--- config.mk ---
export PLATFORM = sky130hd
export DESIGN_NAME = uart_tx_frame_sched
export DESIGN_NICKNAME = d
export VERILOG_FILES = /design/src/rtl/uart_tx_sched_pkg.sv /design/src/rtl/uart_tx_frame_sched_arb.sv /design/src/rtl/uart_tx_frame_sched.sv
export SDC_FILE = /design/constraint.sdc
export NUM_CORES = 1
export LEC_CHECK = 0
export CAP_MARGIN = 20
export CORE_MARGIN = 5
export CORE_UTILIZATION = 44
export DETAILED_ROUTE_END_ITERATION = 10
export HOLD_SLACK_MARGIN = 0.08
export PLACE_DENSITY = 0.81
export SYNTH_ARGS = -nofsm -noshare
export SYNTH_HDL_FRONTEND = slang
export SYNTH_SLANG_ARGS = --single-unit
--- constraint.sdc ---
create_clock -name clk -period 2.5 [get_ports clk]
set_clock_uncertainty 0.1 [all_clocks]
set_input_delay 0.75 -clock clk [delete_from_list [all_inputs] [get_ports clk]]
set_output_delay 0.75 -clock clk [all_outputs]
set_load 0.005 [all_outputs]
--- src/rtl/uart_tx_sched_pkg.sv ---
// Shared types and constants for the round-robin UART TX frame scheduler.
package uart_tx_sched_pkg;

    typedef enum logic [1:0] {
        IDLE = 2'd0,
        HDR  = 2'd1,
        SEND = 2'd2
    } state_t;

    localparam logic [7:0] HDR_MARK = 8'hA0;

    localparam int N_REQ_DEFAULT  = 2;
    localparam int DEPTH_DEFAULT  = 4;
    localparam int IDX_W_DEFAULT  = $clog2(N_REQ_DEFAULT);
    localparam int WIDX_W_DEFAULT = $clog2(DEPTH_DEFAULT);

    // Index width that stays at least one bit when there is a single entry.
    function automatic int idx_width(input int n);
        return (n > 1) ? $clog2(n) : 1;
    endfunction

endpackage

--- src/rtl/uart_tx_frame_sched_arb.sv ---
// Rotating-priority arbiter: grants the first asserted request at or after ptr.
// Purely combinational; no state, no backpressure of its own.
module rr_arbiter_comb #(
    parameter int N_REQ = 2,
    parameter int IDX_W = $clog2(N_REQ)
) (
    input  logic [N_REQ-1:0] req,
    input  logic [IDX_W-1:0] ptr,
    output logic [N_REQ-1:0] gnt,
    output logic [IDX_W-1:0] gnt_idx,
    output logic             any
);

    logic [IDX_W:0] cand;

    always_comb begin
        gnt     = '0;
        gnt_idx = '0;
        any     = 1'b0;
        cand    = '0;
        for (int k = 0; k < N_REQ; k++) begin
            // ptr + k never exceeds 2*N_REQ-2, so one subtraction wraps it.
            cand = {1'b0, ptr} + (IDX_W+1)'(k);
            if (cand >= (IDX_W+1)'(N_REQ)) begin
                cand = cand - (IDX_W+1)'(N_REQ);
            end
            if (!any && req[cand[IDX_W-1:0]]) begin
                any                     = 1'b1;
                gnt_idx                 = cand[IDX_W-1:0];
                gnt[cand[IDX_W-1:0]]    = 1'b1;
            end
        end
    end

endmodule

--- src/rtl/uart_tx_frame_sched.sv ---
// Round-robin scheduler serialising whole frames from N_REQ sources onto one TX byte stream.
// Latency: accept in cycle t -> first word valid in t+1; one IDLE bubble between frames.
// Backpressure: down_ready low holds the current word stable indefinitely. Optional header word: UART_TX_SCHED_HDR_EN.
module uart_tx_frame_sched
    import uart_tx_sched_pkg::*;
#(
    parameter int N_REQ = 2,
    parameter int WIDTH = 8,
    parameter int DEPTH = 4
) (
    input  logic                                   clk,
    input  logic                                   rst,
    input  logic [N_REQ-1:0]                       req_valid,
    output logic [N_REQ-1:0]                       req_ready,
    input  logic [N_REQ-1:0][DEPTH-1:0][WIDTH-1:0] req_data,
    output logic                                   down_valid,
    input  logic                                   down_ready,
    output logic [WIDTH-1:0]                       down_data,
    output logic [$clog2(N_REQ)-1:0]               grant_id,
    output logic                                   busy
);

    localparam int IDX_W  = $clog2(N_REQ);
    localparam int WIDX_W = idx_width(DEPTH);

    state_t                       state_q;
    state_t                       state_d;
    logic [IDX_W-1:0]             rr_ptr;
    logic [N_REQ-1:0]             gnt;
    logic [IDX_W-1:0]             gnt_idx;
    logic                         any;
    logic [WIDX_W-1:0]            word_idx;
    logic [DEPTH-1:0][WIDTH-1:0]  frame_buf;
    logic                         accept;
    logic                         last_word;
    logic                         send_hs;
    logic [WIDTH-1:0]             hdr_mark;
    logic [WIDTH-1:0]             hdr_word;

    rr_arbiter_comb #(
        .N_REQ (N_REQ),
        .IDX_W (IDX_W)
    ) u_arb (
        .req     (req_valid),
        .ptr     (rr_ptr),
        .gnt     (gnt),
        .gnt_idx (gnt_idx),
        .any     (any)
    );

    assign hdr_mark  = WIDTH'(HDR_MARK);
    assign hdr_word  = {hdr_mark[WIDTH-1:IDX_W], grant_id};
    assign last_word = (word_idx == WIDX_W'(DEPTH-1));
    assign send_hs   = (state_q == SEND) && down_ready;
    assign busy      = (state_q != IDLE);

    always_ff @(posedge clk) begin
        if (rst) begin
            state_q <= IDLE;
        end else begin
            state_q <= state_d;
        end
    end

    always_comb begin
        state_d    = state_q;
        req_ready  = '0;
        down_valid = 1'b0;
        down_data  = '0;
        accept     = 1'b0;
        case (state_q)
            IDLE: begin
                // gnt only ever marks an asserted request, so any == handshake.
                req_ready = gnt;
                accept    = any;
                if (any) begin
`ifdef UART_TX_SCHED_HDR_EN
                    state_d = HDR;
`else
                    state_d = SEND;
`endif
                end
            end
            HDR: begin
                down_valid = 1'b1;
                down_data  = hdr_word;
                if (down_ready) begin
                    state_d = SEND;
                end
            end
            SEND: begin
                down_valid = 1'b1;
                down_data  = frame_buf[word_idx];
                if (down_ready && last_word) begin
                    state_d = IDLE;
                end
            end
            default: begin
                state_d = IDLE;
            end
        endcase
    end

    always_ff @(posedge clk) begin
        if (rst) begin
            rr_ptr    <= '0;
            word_idx  <= '0;
            grant_id  <= '0;
            frame_buf <= '0;
        end else begin
            if (accept) begin
                frame_buf <= req_data[gnt_idx];
                grant_id  <= gnt_idx;
                word_idx  <= '0;
            end
            if (send_hs) begin
                if (last_word) begin
                    word_idx <= '0;
                    rr_ptr   <= (grant_id == IDX_W'(N_REQ-1)) ? '0 : grant_id + 1'b1;
                end else begin
                    word_idx <= word_idx + 1'b1;
                end
            end
        end
    end

endmodule
# == Word-level counts from Yosys, hierarchy flattened ==
# Cells that the tools add are included.
# classes
n_eq_ne,6
muxes,32
n_addsub,5
n_lt_le_gt_ge,8
bitwise,1
n_reduce_logical,12
# op_table
operator,n
$mux W32,2
$mux W2,9
$bmux W8 S2,1
$pmux W8 S2,1
$mux W1,15
$mux W8,1
$lt A1 B2 Y1 const B,3
$pmux W2 S3,1
$logic_and A1 B1 Y1,5
$eq A2 B2 Y1 const B,2
$ne A2 B2 Y1 const B,2
$reduce_bool A2 Y1,2
$lt A2 B3 Y1 const B,1
$reduce_and A3 Y1,1
$add A1 B1 Y2 const B,1
$add A2 B1 Y2 const B,1
$demux W1 S1,2
$eq A2 B1 Y1 const B,1
$ge A1 B1 Y1 const B,2
$ge A1 B2 Y1 const B,1
$ge A2 B2 Y1 const B,1
$logic_not A2 Y1,1
$ne A2 B1 Y1 const B,1
$or A2 B2 Y2,1
other kinds (5),6
# word_totals
wordCells,72
inputBits,69
ff_bits,38

# == Longest topological paths before layout ==
# depth
ltp_word,11
depth_mapped,6
mapped_depth_nobuf,4

# == Cells and area by module ==
# From an unflattened synthesis, not the netlist that was laid out.
# unflattened
cells_unflattened,203
area_unflattened_um2,2062.0
# by_module_without_submodules
module,cells_per_inst,area_each_um2,instances
uart_tx_frame_sched,198,2029.4,1
rr_arbiter_comb,5,32.5,1

# == Worst setup path before layout ==
# Ideal clock, no wire load.
# synth_path
kind,input -> output
from,input port req_valid[1]
to,output port req_ready[0]
path_slack_ps,288
path_stages,3
t_arrival_ps,1362
path_buffers,2
t_required_ps,1650
path_cell_list,buf_4 clkbuf_1 a211oi_1
# synth_between
elab_chain_len,7
word_cells_on_any_way,11
classes_between,8 x mux; 1 x bitwise; 2 x reduce/logical
# synth_rtl
item,line,source
start: declaration,uart_tx_frame_sched.sv:13,"input logic [N_REQ-1:0] req_valid,"
$mux W1 (implied by the code) (2 in a row),uart_tx_frame_sched_arb.sv:27,if (!any && req[cand[IDX_W-1:0]]) begin
$mux W1,uart_tx_frame_sched_arb.sv:27,
$logic_not A1 Y1,uart_tx_frame_sched_arb.sv:27,
$logic_and A1 B1 Y1,uart_tx_frame_sched_arb.sv:27,
$mux W2 (*),uart_tx_frame_sched_arb.sv:27,
$mux W2 (*),uart_tx_frame_sched.sv:71,case (state_q)
end: declaration,uart_tx_frame_sched.sv:14,"output logic [N_REQ-1:0] req_ready,"
# Every way passes the cells marked *; elsewhere a longest branch is shown, timed or not. The select of a mux whose other input is x is not followed.

# == Final worst setup path ==
# layout_path
from,register word_idx[0]
to,output port down_data[4]
# layout_between
elab_chain_len,3
# layout_rtl
item,line,source
start: declaration,uart_tx_frame_sched.sv:32,logic [WIDX_W-1:0] word_idx;
start signal: assignment,uart_tx_frame_sched.sv:121,word_idx <= word_idx + 1'b1;
$bmux W8 S2,uart_tx_frame_sched.sv:93,down_data = frame_buf[word_idx];
$mux W8 (implied by the code),uart_tx_frame_sched.sv:93,
$pmux W8 S2,uart_tx_frame_sched.sv:71,
end: declaration,uart_tx_frame_sched.sv:18,"output logic [WIDTH-1:0] down_data,"
# Every way passes these cells. The select of a mux whose other input is x is not followed.

==> key figures <==
Outcome
  – Result of the run: completed

Placement
  – Detailed placer's ending HPWL: 4330 um
  – IO buf count: slightly above 80
  – Weighted congestion at the end of routability-driven global placement: 0.795
  – Placed Instance Area: between 0.003 and 0.004 sq mm
  – Dpl ws: -404 ps

Worst hold path
  – Class of the tightest hold or removal check: reg -> reg
  – Worst hold path depth: 2
  – Hold-critical path endpoint: frame_buf[9]$_SDFFE_PP0P_
  – Beginning of the worst hold path: frame_buf[9]$_SDFFE_PP0P_

Drt
  – Via density: roughly 5.7
  – Wirelength per Cell: about 16 um
  – Total wire length after detailed routing: roughly 6000 um
  – Initial DRC Count: roughly 150
  – Drt drc: 0
  – Number of vias after detailed routing: around 2100
  – TritonRoute pass-1 iters: 4
  – Count of antenna-violating nets left after detailed routing: 0

STA
  – Final hold viol count: 0
  – Worst setup margin: about 110 ps
  – Final period demand of the worst path: ~2400 ps
  – Final-report setup violation count: 0
  – Final Max Tran Viols: 0
  – Unrepaired setup endpoints after global routing: no
  – Max transition margin: a little over two thirds
  – Actual slew at the worst max-slew pin: 446 ps
  – Tcrit/Tclk final: a little over nine tenths
  – Peak Freq: roughly 420 MHz

Critical path
  – Worst setup SP type: flop
  – Worst-case register-to-register setup slack: approximately 930 ps
  – Arrival time of data at the critical path endpoint: between 1500 and 2000 ps
  – Worst reg2reg path startpoint: rr_ptr$_SDFFE_PP0P_
  – Maximum net fanout on the critical path: 3
  – Critical path class: reg -> out
  – Required arrival time at the worst endpoint: around 1700 ps
  – Cell count of the worst reg-to-reg path: 4
  – Endpoint type of the worst setup path: output port
  – R2R Path End: frame_buf[24]$_SDFFE_PP0P_

Clock network
  – Clock tree from TritonCTS: built
  – Hold-fix buffer count after cts: 0
  – Clock-pin slew on the worst setup and hold paths: 70 ps
  – Clock network latency to the later pin of the worst-skew pair: between 200 and 300 ps
  – Number of clock sinks: 37
  – Number of buffers added by the clock tree synthesis step: 5
  – Clk buf depth: 2
  – H-tree depth: 2
  – Buffer type at the clock tree root: sky130_fd_sc_hd__clkbuf_8

Synth
  – Largest area contributor in the netlist: sky130_fd_sc_hd__dfxtp_1
  – Mux contribution to synthesized area: a little under a tenth
  – Syn Nets: a little over 300
  – Complex-gate fraction of the synthesized area: about a quarter
  – Top cells by area, synth: sky130_fd_sc_hd__dfxtp_1 (35%), sky130_fd_sc_hd__a311oi_1 (9.1%), sky130_fd_sc_hd__nand3_1 (8.6%)
  – Dominant combinational cell family by area after synthesis: compound AO/OA/AOI/OAI gates
  – Average instance area after synthesis: approximately 9.0 sq um
  – Netlist cell types: 30
  – Area share of the largest cell type after synthesis: 35.2%
  – Number of storage elements in the synthesis netlist: 37
  – Synth warnings: 0
  – Adder and majority gate portion of the synthesized area: 0.594%
  – Summed instance area of the synthesized netlist: about 0.0021 sq mm
  – Number of instances in the synthesized netlist: approximately 230
  – Simple-Gate Fraction of Synth Area: between 20 and 25%
  – Post-synthesis share of cell area spent on xor and xnor gates: 0%
  – Sequential-to-total area share from yosys stat: a little over a third

Floorplanning
  – DIE AREA: 0.00627 sq mm
  – Horizontal die dimension: between 70 and 80 um
  – Floorplan row count: 25
  – Number of top-level pins: 82
  – Initial core utilization: 44.9%
  – Area of the placeable core: ~0.0047 sq mm
  – Chip height: between 70 and 80 um

Layout
  – Number of nets in the final layout: 383
  – Area added between synthesis and finish: 45.4%
  – Fraction of final layout cells sized beyond drive strength 1: 22.3%
  – Fill count: between 300 and 400
  – Commonest non-fill, non-tap cell in the layout: sky130_fd_sc_hd__clkdlybuf4s50_1
  – Diodes inserted: 0
  – Top library cells by usage in the layout, fill and taps aside: sky130_fd_sc_hd__clkdlybuf4s50_1 (69), sky130_fd_sc_hd__nand3_1 (36), sky130_fd_sc_hd__dfxtp_1 (35), sky130_fd_sc_hd__o21ai_0 (32), sky130_fd_sc_hd__nor2_1 (24)
  – Area of all placed cells without fillers: 0.00306 sq mm

GRT
  – Vias in the first global route: about 2000
  – Total Routing Usage GR: 19.1%
  – Antenna violations before repair: 0
  – Total congestion overflow: 0
  – Maximum number of pins on one net before global-route repair: 38
  – Global-route wire length before repair: just under 10000 um

Power and ir drop
  – Maximum ir drop on the vdd rail: 226 uV
  – Power density over the cells: just under 500 mW/mm^2
  – Leak Pwr: roughly 1.1 nW

Job
  – Number of maximum-capacitance violations: 0
## final cells by class
class / instances / area [sq um] / area share (%)
clock buffers: 8 / 80.1 / 2.61
flip-flops and latches: 37 / 743 / 24.3
inverters: 3 / 11.3 / 0.367
multi-input cells: 166 / 1200 / 39.1
well taps: 54 / 67.6 / 2.20
repair buffers: 100 / 965 / 31.5
## cell families (layout without fill, tap and decap cells)
| kind of cell | count (synthesis) | after routing |
|---|---|---|
| simple gates | 85 | 85 |
| compound gates | 71 | 71 |
| flops | 37 | 37 |
| buf+inv | 31 | 111 |
| mux | 9 | 9 |
| fa+ha+maj | 1 | 1 |
## synthesized netlist by cell type
cell type / count
sky130_fd_sc_hd__nor2_2: 10
sky130_fd_sc_hd__a311oi_2: 10
sky130_fd_sc_hd__buf_2: 11
sky130_fd_sc_hd__mux2i_1: 1
sky130_fd_sc_hd__nand2b_1: 1
sky130_fd_sc_hd__clkbuf_2: 2
sky130_fd_sc_hd__buf_8: 1
sky130_fd_sc_hd__nor2_1: 24
sky130_fd_sc_hd__and2_1: 8
sky130_fd_sc_hd__o21ai_0: 32
sky130_fd_sc_hd__inv_1: 3
sky130_fd_sc_hd__buf_1: 1
sky130_fd_sc_hd__mux4_2: 8
sky130_fd_sc_hd__a311oi_1: 22
sky130_fd_sc_hd__o21ba_4: 1
sky130_fd_sc_hd__nor2b_1: 1
sky130_fd_sc_hd__o32ai_1: 1
sky130_fd_sc_hd__nor3_1: 1
sky130_fd_sc_hd__a211oi_1: 1
sky130_fd_sc_hd__nand2_1: 2
sky130_fd_sc_hd__clkbuf_1: 7
sky130_fd_sc_hd__ha_1: 1
sky130_fd_sc_hd__nand3_1: 36
sky130_fd_sc_hd__o21bai_1: 1
sky130_fd_sc_hd__buf_4: 2
sky130_fd_sc_hd__and2b_4: 1
sky130_fd_sc_hd__or3_1: 1
sky130_fd_sc_hd__buf_6: 4
sky130_fd_sc_hd__a21oi_1: 3
sky130_fd_sc_hd__dfxtp_1: 37
## critical path, stage by stage, from the launching register on
cell                      delay (ps)
sky130_fd_sc_hd__dfxtp_2         350
sky130_fd_sc_hd__buf_4           140
sky130_fd_sc_hd__mux4_2          490
sky130_fd_sc_hd__and2_4          160
sky130_fd_sc_hd__buf_2           120
## registers in the layout, summed over array words and instances (netlist names)
name and cells:
frame_buf 32, grant_id 1, rr_ptr 1, state_q 1, word_idx 2
## per-stage QoR
step	hold WS, ps	cells	setup TNS [ps]	total power [mW]	util, %
5_1_grt	427	368	0	1.58	65.3
3_5_place_dp	391	359	-800	1.12	63.9
2_1_floorplan	373	234	0	0.923	-
6_report	397	368	0	1.50	65.3
4_1_cts	400	372	-94.4	1.51	66.0
3_3_place_gp	390	359	-770	1.11	63.9
## what timing repair did
action / 4_1_cts / 5_1_grt
resized for setup: 43 / 9
hold endpoints to repair: 0 / 0
setup endpoints to repair: 10 / 10
buffers inserted: 6 / 0
## worst max-delay path by stage
| stage | start | to | slack, ps | depth (start not counted) |
|---|---|---|---|---|
| 6_report | word_idx[0]$_SDFFE_PP0P_ | down_data[4] | 110 | 4 |
| 3_5_place_dp | req_valid[1] | req_ready[1] | -400 | 4 |
| 3_3_place_gp | req_valid[1] | req_ready[1] | -400 | 4 |
| 2_1_floorplan | req_valid[1] | req_ready[0] | 290 | 3 |
| 5_1_grt | word_idx[0]$_SDFFE_PP0P_ | down_data[7] | 20 | 4 |
| 4_1_cts | word_idx[0]$_SDFFE_PP0P_ | down_data[0] | -30 | 6 |
## where the power goes
group | leakage [nW] | total, mW | switching (mW) | internal, mW
clock | 0.0395 | 0.390 | 0.192 | 0.198
combinational | 0.777 | 0.417 | 0.172 | 0.244
sequential | 0.307 | 0.691 | 0.0435 | 0.647
total | 1.12 | 1.50 | 0.408 | 1.09
## per-layer routing
| metal | wire, um | up-vias | GRT usage [%] |
|---|---|---|---|
| met1 | 2610 | 983 | 24.3 |
| met2 | 3090 | 59 | 33.3 |
| met5 | 0 | - | 0 |
| li1 | - | 1036 | - |
| met4 | 33 | 0 | 4.12 |
| met3 | 311 | 4 | 3.97 |
Note: power is estimated with default switching activity, not from simulation.
